**config.mk**
```make
export PLATFORM = sky130hd
export DESIGN_NAME = min_hold_driver
export DESIGN_NICKNAME = d
export VERILOG_FILES = /design/src/rtl/min_hold_driver.sv
export SDC_FILE = /design/constraint.sdc
export NUM_CORES = 1
export LEC_CHECK = 0
export BUFFER_PORTS_ARGS = -buffer_cell sky130_fd_sc_hd__buf_4
export CAP_MARGIN = 20
export CORE_MARGIN = 2
export CORE_UTILIZATION = 50
export CTS_CLUSTER_DIAMETER = 100
export DETAILED_ROUTE_END_ITERATION = 10
export GPL_TIMING_DRIVEN = 0
export PLACE_DENSITY_LB_ADDON = 0.1
export RECOVER_POWER = 25
export SYNTH_ARGS = -nofsm -noshare
export SYNTH_HDL_FRONTEND = slang
export SYNTH_SLANG_ARGS = --single-unit
```
**constraint.sdc**
```tcl
create_clock -name clk -period 3.35 [get_ports clk]
set_input_delay 0.67 -clock clk [delete_from_list [all_inputs] [get_ports clk]]
set_output_delay 0.67 -clock clk [all_outputs]
set_load 0.03 [all_outputs]
```
**src/rtl/min_hold_driver.sv**
```systemverilog
// Minimum-hold output conditioner for actuator drives.
// Holds each drive level for a guaranteed number of cycles and counts edges.
module min_hold_driver #(
    parameter int MIN_HIGH = 4,
    parameter int MIN_LOW  = 3,
    parameter int COUNT_W  = 16
) (
    input  logic               clk,
    input  logic               reset_n,
    input  logic               req_level,
    input  logic               force_low,
    output logic               drive_out,
    output logic               edge_pulse,
    output logic               busy,
    output logic               pending,
    output logic [COUNT_W-1:0] edge_count
);

    localparam int MAX_HOLD = (MIN_HIGH > MIN_LOW) ? MIN_HIGH : MIN_LOW;
    localparam int CW       = $clog2(MAX_HOLD + 1);

    localparam logic [CW-1:0] HIGH_LOAD = CW'(MIN_HIGH - 1);
    localparam logic [CW-1:0] LOW_LOAD  = CW'(MIN_LOW - 1);

    typedef enum logic [1:0] {
        LOW_IDLE  = 2'b00,
        HIGH_HOLD = 2'b01,
        HIGH_IDLE = 2'b10,
        LOW_HOLD  = 2'b11
    } state_t;

    state_t          state;
    state_t          state_nxt;
    logic [CW-1:0]   cnt;
    logic [CW-1:0]   cnt_nxt;
    logic            drive_nxt;
    logic            toggle;

    assign toggle = drive_nxt ^ drive_out;

    // Hold-state flags; only meaningful while a hold is still counting down.
    assign busy    = ((state == HIGH_HOLD) || (state == LOW_HOLD)) && (cnt != '0);
    assign pending = busy && (req_level != drive_out);

    // State, hold counter and drive/edge registers.
    always_ff @(posedge clk or negedge reset_n) begin
        if (!reset_n) begin
            state      <= LOW_IDLE;
            cnt        <= '0;
            drive_out  <= 1'b0;
            edge_pulse <= 1'b0;
            edge_count <= '0;
        end else begin
            state      <= state_nxt;
            cnt        <= cnt_nxt;
            drive_out  <= drive_nxt;
            edge_pulse <= toggle;
            edge_count <= edge_count + {{(COUNT_W-1){1'b0}}, toggle};
        end
    end

    // Next-state logic: force_low wins over req_level; holds ignore requests.
    always_comb begin
        state_nxt = state;
        cnt_nxt   = cnt;
        drive_nxt = drive_out;
        case (state)
            LOW_IDLE: begin
                if (req_level && !force_low) begin
                    drive_nxt = 1'b1;
                    cnt_nxt   = HIGH_LOAD;
                    state_nxt = HIGH_HOLD;
                end
            end
            HIGH_HOLD: begin
                if (force_low || (cnt == '0 && !req_level)) begin
                    drive_nxt = 1'b0;
                    cnt_nxt   = LOW_LOAD;
                    state_nxt = LOW_HOLD;
                end else if (cnt != '0) begin
                    cnt_nxt = cnt - CW'(1);
                end else begin
                    state_nxt = HIGH_IDLE;
                end
            end
            HIGH_IDLE: begin
                if (force_low || !req_level) begin
                    drive_nxt = 1'b0;
                    cnt_nxt   = LOW_LOAD;
                    state_nxt = LOW_HOLD;
                end
            end
            LOW_HOLD: begin
                // A running low hold is never restarted by force_low.
                if (cnt != '0) begin
                    cnt_nxt = cnt - CW'(1);
                end else if (req_level && !force_low) begin
                    drive_nxt = 1'b1;
                    cnt_nxt   = HIGH_LOAD;
                    state_nxt = HIGH_HOLD;
                end else begin
                    state_nxt = LOW_IDLE;
                end
            end
            default: begin
                drive_nxt = 1'b0;
                cnt_nxt   = '0;
                state_nxt = LOW_IDLE;
            end
        endcase
    end

endmodule

```
======== Yosys cells after proc, flatten, opt, wreduce, memory -nomap -nowiden ========
Cells that the tools add are included.
storage, ports and cells
  flip-flop bits (word level) ............. 23
  latch bits .............................. 0
  bits in writable memories ............... 0
  memory bits (read-only) ................. 0
  input port bits ......................... 4
  output and inout port bits .............. 20
  word-level logic and storage cells ...... 49
  memories kept ........................... 0
operators by class
  $add $sub $neg .......................... 2
  multiply operators ...................... 0
  div/mod/pow operators ................... 0
  order comparisons ....................... 0
  equality and inequality tests ........... 9
  shift operators ......................... 0
  mux-type cells .......................... 18
  bitwise gates (word level) .............. 1
  reductions and logical operators ........ 14
operators with widths
  kind                                                                      number
  16-bit by 1-bit adder with 16-bit output                                  1
  3-bit 2-to-1 mux                                                          5
  3-bit case mux with 4 select lines                                        1
  2-bit 2-to-1 mux                                                          5
  2-bit case mux with 4 select lines                                        1
  2-bit inequality test (second input constant)                             3
  1-bit 2-to-1 mux                                                          5
  2-bit == test (second input constant)                                     2
  1-bit logical AND                                                         4
  1-bit case mux with 4 select lines                                        1
  4-bit AND reduction                                                       1
  3-bit logical NOT                                                         1
  1-bit logical OR                                                          3
  3-bit by 1-bit inequality test with 1-bit output (second input constant)  1
  3-bit inequality test (second input constant)                             1
  3-bit nonzero test                                                        1
  3-bit by 1-bit subtractor with 3-bit output (second input constant)       1
  2-bit by 1-bit == test with 1-bit output (second input constant)          1
  1-bit logical NOT                                                         2
  2-bit logical NOT                                                         1
  2-bit AND reduction                                                       1
  1-bit inequality test                                                     1
  1-bit bitwise XOR                                                         1

======== Logic depth before layout (Yosys ltp) ========
Gate-level depths: netlist of run 1.
  depth after elaboration ................. 7
  depth in mapped cells ................... 13
  gate-level depth less buffers ........... 12

======== Worst setup path before layout of run 1 ========
Ideal clock, no wire load.
  kind .................................... reg2reg
  from .................................... register cnt[0]
  to ...................................... register edge_count[8]
  setup time .............................. 0.134 ns
  arrival time ............................ 2.179 ns
  data required time ...................... 3.216 ns
  setup slack ............................. 1.036 ns
  cell stages (with the launch flop) ...... 13
  period minus slack after synthesis ...... 2.314 ns
  cell sequence ........................... dfrtp_1 inv_1 ha_1 ha_1 buf_2 a21oi_1 o31ai_1 ha_1 ha_1 and3_1 buf_2 nand3_1 xnor2_1
between the ends
  longest elaborated chain between the ends .. 7
ends and longest elaborated chain
  element                                     RTL line  text
  start, declared                             34        logic [CW-1:0] cnt;
  start signal, assigned                      55        cnt <= cnt_nxt;
  3-bit logical NOT                           76        if (force_low || (cnt == '0 && !req_level)) begin
  1-bit logical AND                           76
  1-bit logical OR                            76
  1-bit 2-to-1 mux                            76
  1-bit case mux with 4 select lines *        67        case (state)
  1-bit bitwise XOR *                         39        assign toggle = drive_nxt ^ drive_out;
  net toggle                                  37        logic toggle;
  16-bit by 1-bit adder with 16-bit output *  58        edge_count <= edge_count + {{(COUNT_W-1){1'b0}}, toggle};
  end signal, assigned                        58
  end, declared                               16        output logic [COUNT_W-1:0] edge_count
Mark *: on every way through the listed nets, which the timed path passes. The rest lies on a longest branch.
A chain may end at the register's enable or synchronous reset.

======== Worst setup path after layout of run 1 ========
  from .................................... register state[1]
  to ...................................... register edge_count[8]
between the ends
  longest elaborated chain between the ends .. 4
ends and longest elaborated chain
  element                                      RTL line  text
  start, declared                              32        state_t state;
  start signal, assigned                       54        state <= state_nxt;
  2-bit == test, or another cell as far along  67
  1-bit case mux with 4 select lines *         67
  1-bit bitwise XOR *                          39
  net toggle                                   37
  16-bit by 1-bit adder with 16-bit output *   58
Marked as above.

==> results of run 1 <==
==> how the worst max path moves through the flow <==
stage / startpoint / end
after floorplan: cnt[0] / edge_count[8]
after global placement: req_level / edge_count[9]
after detailed placement: state[0] / edge_count[8]
after CTS: state[1] / edge_count[8]
after global routing: state[0] / edge_count[8]
final: state[1] / edge_count[8]
==> metrics by stage <==
step | hold WS, ns | setup slack, ns | utilization, % | instance area, µm²
2_1_floorplan | 0.3744 | 1.036 | - | 1241
4_1_cts | 0.2419 | 0.6983 | 61.32 | 1478
6_report | 0.4839 | 0.7167 | 61.16 | 1474
3_5_place_dp | 0.4702 | 0.7106 | 60.23 | 1451
3_3_place_gp | 0.4614 | 0.7548 | 60.23 | 1451
5_1_grt | 0.5188 | 0.4464 | 61.16 | 1474
==> flip-flops by register name, summed over array words and instances, names as in the netlist <==
signal and cells:
edge_pulse 1, state 2, cnt 3, edge_count 16
drive_out 1
==> routing by layer <==
metal	global-route usage, %	part of all wire [%]	vias up
met5	0	0	-
met4	8.547	1.6	0
met3	3.333	2.8	4
met2	30.89	50	18
met1	21.81	46	461
li1	-	-	477
==> cell families (layout without fill, tap and decap cells) <==
logic type | Yosys count | after routing
fa+ha+maj | 8 | 8
buf+inv | 12 | 39
compound gates | 24 | 24
xor+xnor | 15 | 15
mux | 3 | 3
simple gates | 36 | 36
flops | 23 | 23
==> area by class of cell <==
class                   count  area [µm²]
clock buffers               4       26.28
plain buffers               4       17.52
repair buffers             23       168.9
fillers                   194       935.9
well taps                  30       37.54
flip-flops and latches     23       575.6
inverters                   8       30.03
multi-input cells          86       618.1
==> power by group <==
part | switching (W) | internal, W | total (W) | leakage [nW]
clock network | 0.0000738 | 0.0000463 | 0.000120 | 0.0150
logic | 0.000409 | 0.000293 | 0.000702 | 0.393
registers | 0.0000690 | 0.000351 | 0.000419 | 0.304
total | 0.000551 | 0.000690 | 0.00124 | 0.712
==> critical path, stage by stage, from the launching register on <==
cell,delay (ns)
dfrtp_1,0.44
inv_1,0.10
ha_1,0.19
clkbuf_1,0.35
a21oi_1,0.07
o31ai_1,0.33
ha_1,0.27
ha_1,0.21
and3_1,0.16
buf_2,0.15
nand3_1,0.11
xnor2_1,0.14
==> placed cells by master (no fill, tap or decap), types with 2 or more instances in the layout <==
master,instances
o21ai_1,2
inv_1,7
nand3_1,9
and3_1,5
o31ai_1,2
nor2_1,7
ha_1,8
buf_2,2
a21oi_1,8
clkbuf_4,3
clkbuf_1,4
nand2b_2,2
buf_4,22
xnor2_1,13
dfrtp_1,23
xor2_1,2
nand2_1,7
a211oi_1,3
==> flow_summary.toml, run 1 <==
[routing]
wire_per_inst_um = 12.72
wirelength_mm = 2.264
route.detailed.drc = 0
drt_iter0_drc = 22
vias = 960
dr.pass1.iters = 3
viasPerCell = 5.393
ant_nets = 0

[worst_setup_path]
r2r_start = "state[1]"
cp-start-kind = "flip-flop"
reg2reg_depth = 11
reg2reg_setup_slack_ns = 0.72
path_max_fanout = 10
cp.required_ns = 3.54
critPathKind = "flip-flop to flip-flop"
cp_data_arrival_time_ns = 2.83
cp-end-kind = "flip-flop"
r2r_end = "edge_count[8]"

[synth]
synth_top_family_by_area = "simple AND/OR/NAND/NOR gates"
yosys-top-cells-count = "dfrtp_1, xnor2_1, nand3_1"
synth_top_cell_by_area = "dfrtp_1"
ys_types = 35
synthXorXnorAreaFrac_pct = 10.58
synth_mux_area_share_pct = 3.125
syn_avg_cell_area_um2 = 10.26
synthCells = 121
ys.flop_type = "dfrtp_1"
yosysWarnings = 0
synth_nets = 133
synthSimpleGateAreaFrac_pct = 15.22
yosysMostFrequentCell = "dfrtp_1"
synth-seq-cells = 23
synthAdderAreaFrac_pct = 8.065
synth.top_cell.area_share_pct = 46.37
synthArstFlopShare_pct = 100.0
synth_edf_count = 0
synth_compound_area_share_pct = 12.80
yosysSeqAreaShare_pct = 46.37
yosys-top-cells-area = "dfrtp_1, xnor2_1, ha_1"
syn-cell-area_um2 = 1241

[placement]
gp_congestion = 0.8133
dp_hpwl_mm = 1.763
io_buffers = 23
placed_cells = 174

[cells_and_area]
drive_gt1_share_pct = 22.30
antenna_cells = 0
syn_to_final_growth_pct = 18.75
layout.nets = 161
stdcell_count = 178

[clocking]
cts_inserted_buffers = 3
cts_hold_buf = 0
cts_resized = 0
ctsHtreeMaxLevel = 1
root_buffer = "clkbuf_4"
clkTransAtPathRegs_ns = 0.11
numClockSinks = 23
ctsLongestPathBuffers = 2
cts_tree = "yes"
cts_setup_buffers = 0
insertion_delay_ns = 0.29

[status]
status = "complete, no violations"

[global_route]
grt_max_degree = 24
grt_pass1_wl_mm = 3.822
grt_remaining_overflow = 0
track_usage_pct = 18.08
grt_antenna_before_repair = 0
grt_pass1_vias = 931

[pwr]
total_leakage_power_nw = 0.7119
p_per_area_nw_per_um2 = 842.3
peakVddDrop_mv = 0.6838
p_total_w = 0.001242

[worst_hold_path]
min_to = "edge_count[15]"
hp-start = "edge_count[15]"
whs_path_depth = 1
min_path_type = "flip-flop to flip-flop"

[floorplanning]
fp-row-count = 18
coreArea_um2 = 2410
io_pins = 24
die_h_um = 53.83
start_util_pct = 51.51
chipWidth_um = 53.83
dieArea_um2 = 2897

[sta]
drv_slew = 0
finalSetupViolations = 0
period_share_pct = 78.61
rsz0062_at_grt = "no"
period_needed_ns = 2.633
hold_viol = 0
final.setup.tns_ns = 0
max_slew_margin_pct = 19.89
max_slew.worst_pin.slew_ns = 1.202
clock_skew_ns = 0.002357
max_freq_mhz = 379.7

[flow_run]
cap_violations = 0
(Power assumes the default switching activity.)
==> run 2, diff against run 1 <==
- clock period: 3.35 -> 2.5 ns (I/O delays scaled with it)
==> run 2 against run 1 <==
  * Critical path depth did not move
  * Maximum frequency up 12%
  * Worst hold slack lost 0.064 ns
  * Global-route usage grew 0.29 points
  * Sequential power grew 35%
  * Clock skew grew 0.00057 ns
  * Flip-flop and latch count unchanged
  * Core utilization rose by 3.0 points
  * Non-clock buffer count increased by 1
==> flow_summary.toml, run 2 (synthesis results as in run 1) <==
[clocking]
ctsLongestPathBuffers = 2
cts_tree = "yes"
cts_inserted_buffers = 3
clkTransAtPathRegs_ns = 0.12
ctsHtreeMaxLevel = 1
root_buffer = "clkbuf_4"
cts_hold_buf = 0
numClockSinks = 23
insertion_delay_ns = 0.30

[global_route]
grt_max_degree = 24
grt_pass1_wl_mm = 3.884
grt_pass1_vias = 954
track_usage_pct = 18.37
grt_remaining_overflow = 0
grt_antenna_before_repair = 0

[worst_setup_path]
cp.required_ns = 2.69
reg2reg_depth = 11
crit_chain = "inv_1 -> ha_2 -> nor2b_2 -> a21oi_2 -> nand3_1 -> o31ai_2 -> ha_2 -> nand3_1 -> nor2_2 -> nand4_1 -> xnor2_1"
cp-start-kind = "flip-flop"
cp-end-kind = "flip-flop"
cp_num_buf_inv = 1
crit_slowest_cell = "dfrtp_1"
cp_num_cells = 11
critPathKind = "flip-flop to flip-flop"
reg2reg_setup_slack_ns = 0.14
crit_path_max_incr_delay_ns = 0.43
path_max_fanout = 5
cp_data_arrival_time_ns = 2.55
crit_family = "simple AND/OR/NAND/NOR gates"

[sta]
max_freq_mhz = 424.5
finalSetupViolations = 0
max_slew_margin_pct = 19.41
max_slew.worst_pin.slew_ns = 1.209
hold_viol = 0
rsz0062_at_grt = "no"
clock_skew_ns = 0.002923
drv_slew = 0
period_share_pct = 94.22
period_needed_ns = 2.355

[cells_and_area]
largest_reg_flops = 16
regArea_um2 = 575.6
syn_to_final_growth_pct = 24.60
regMostFlops = "edge_count"
multiInputGateArea_um2 = 666.9
antenna_cells = 0
final_cell_mix = "buf_4, dfrtp_1, xnor2_1, nand3_1"
drive_gt1_share_pct = 30.87
layout.nets = 162
fillCellCount = 185
reg_top3 = "edge_count: 16 flops, cnt: 3 flops, state: 2 flops"
final_area_um2 = 1546
final_common_cell = "buf_4"

[pwr]
p_seq_share_pct = 31.7
swShare_pct = 43.78
p_total_w = 0.001790
cell_internal_pwr_w = 0.001006
combPwrFrac_pct = 59.2
p_per_area_nw_per_um2 = 1157
peakVddDrop_mv = 0.8648
total_leakage_power_nw = 0.7224
p_sw_w = 0.0007835
power.share.clock_pct = 9.1

[worst_hold_path]
min_path_type = "primary input to asynchronous set/reset pin"

[floorplanning]
fp-row-count = 18
die_h_um = 53.83
start_util_pct = 51.51
io_pins = 24
coreArea_um2 = 2410
dieArea_um2 = 2897
chipWidth_um = 53.83

[routing]
vias = 990
route.detailed.drc = 0
wire_per_inst_um = 13.72
wirelength_mm = 2.456
ant_nets = 0
drt_iter0_drc = 13
dr.pass1.iters = 4
viasPerCell = 5.531

[status]
status = "complete, no violations"

[placement]
io_buffers = 23
placed_cell_area_um2 = 1451
dp_hpwl_mm = 1.763
gp_congestion = 0.8133

[flow_run]
cap_violations = 0
## run 2: repair_timing
action | in CTS | in global routing
buffers inserted | 0 | 3
resized for setup | 4 | 11
hold endpoints to repair | 0 | 0
pin swaps | 0 | 3
endpoints found under the setup margin | 10 | 10
## run 2: worst paths after layout
path	from	endpoint
max	state[1]	edge_count[9]
min	reset_n	edge_count[3]
max reg2reg	state[1]	edge_count[9]
min reg2reg	edge_count[15]	edge_count[15]
max in group asynchronous	reset_n	cnt[0]
min in group clk	edge_count[15]	edge_count[15]
## run 2: area by class of cell
class / instances / share of cell area [%]
timing repair buffer: 26 / 12.38
tap: 30 / 2.427
inverter: 8 / 1.942
clock buffer: 4 / 1.699
buffer: 2 / 1.214
sequential: 23 / 37.22
multi-input combinational: 86 / 43.12
## run 2: per-layer routing
metal	vias up	routed length, µm	track usage, %
met5	-	0	0
met4	0	33	9.402
met3	4	67	3.333
met2	20	1235	31.10
met1	484	1120	22.16
li1	482	-	-
## run 2: through the flow
step / std cells / setup slack, ns / hold WS, ns / TNS (ns) / util, %
3_3_place_gp: 174 / -0.07088 / 0.4066 / -0.2978 / 60.23
5_1_grt: 179 / 0.004674 / 0.5188 / 0 / 64.17
3_5_place_dp: 174 / -0.1394 / 0.4107 / -0.8383 / 60.23
6_report: 179 / 0.1445 / 0.4197 / 0 / 64.17
2_1_floorplan: 121 / 0.1865 / 0.2044 / 0 / -
4_1_cts: 177 / 0.002913 / 0.07187 / 0 / 61.73
## run 2: power groups by stage
stage / logic [W] / registers (W) / clock network, W
finish: 0.00106 / 0.000567 / 0.000162
floorplan: 0.000584 / 0.000664 / 0
global route: 0.00116 / 0.000584 / 0.000187
detailed placement: 0.000951 / 0.000570 / 0
global placement: 0.000916 / 0.000560 / 0
CTS: 0.000968 / 0.000565 / 0.000170
## run 2: worst reg2reg max path, stage by stage (launching register included)
cell and delay (ns):
dfrtp_1 0.43, inv_1 0.10, ha_2 0.21, nor2b_2 0.19, a21oi_2 0.15, nand3_1 0.11
o31ai_2 0.10, ha_2 0.28, nand3_1 0.16, nor2_2 0.25, nand4_1 0.14, xnor2_1 0.14
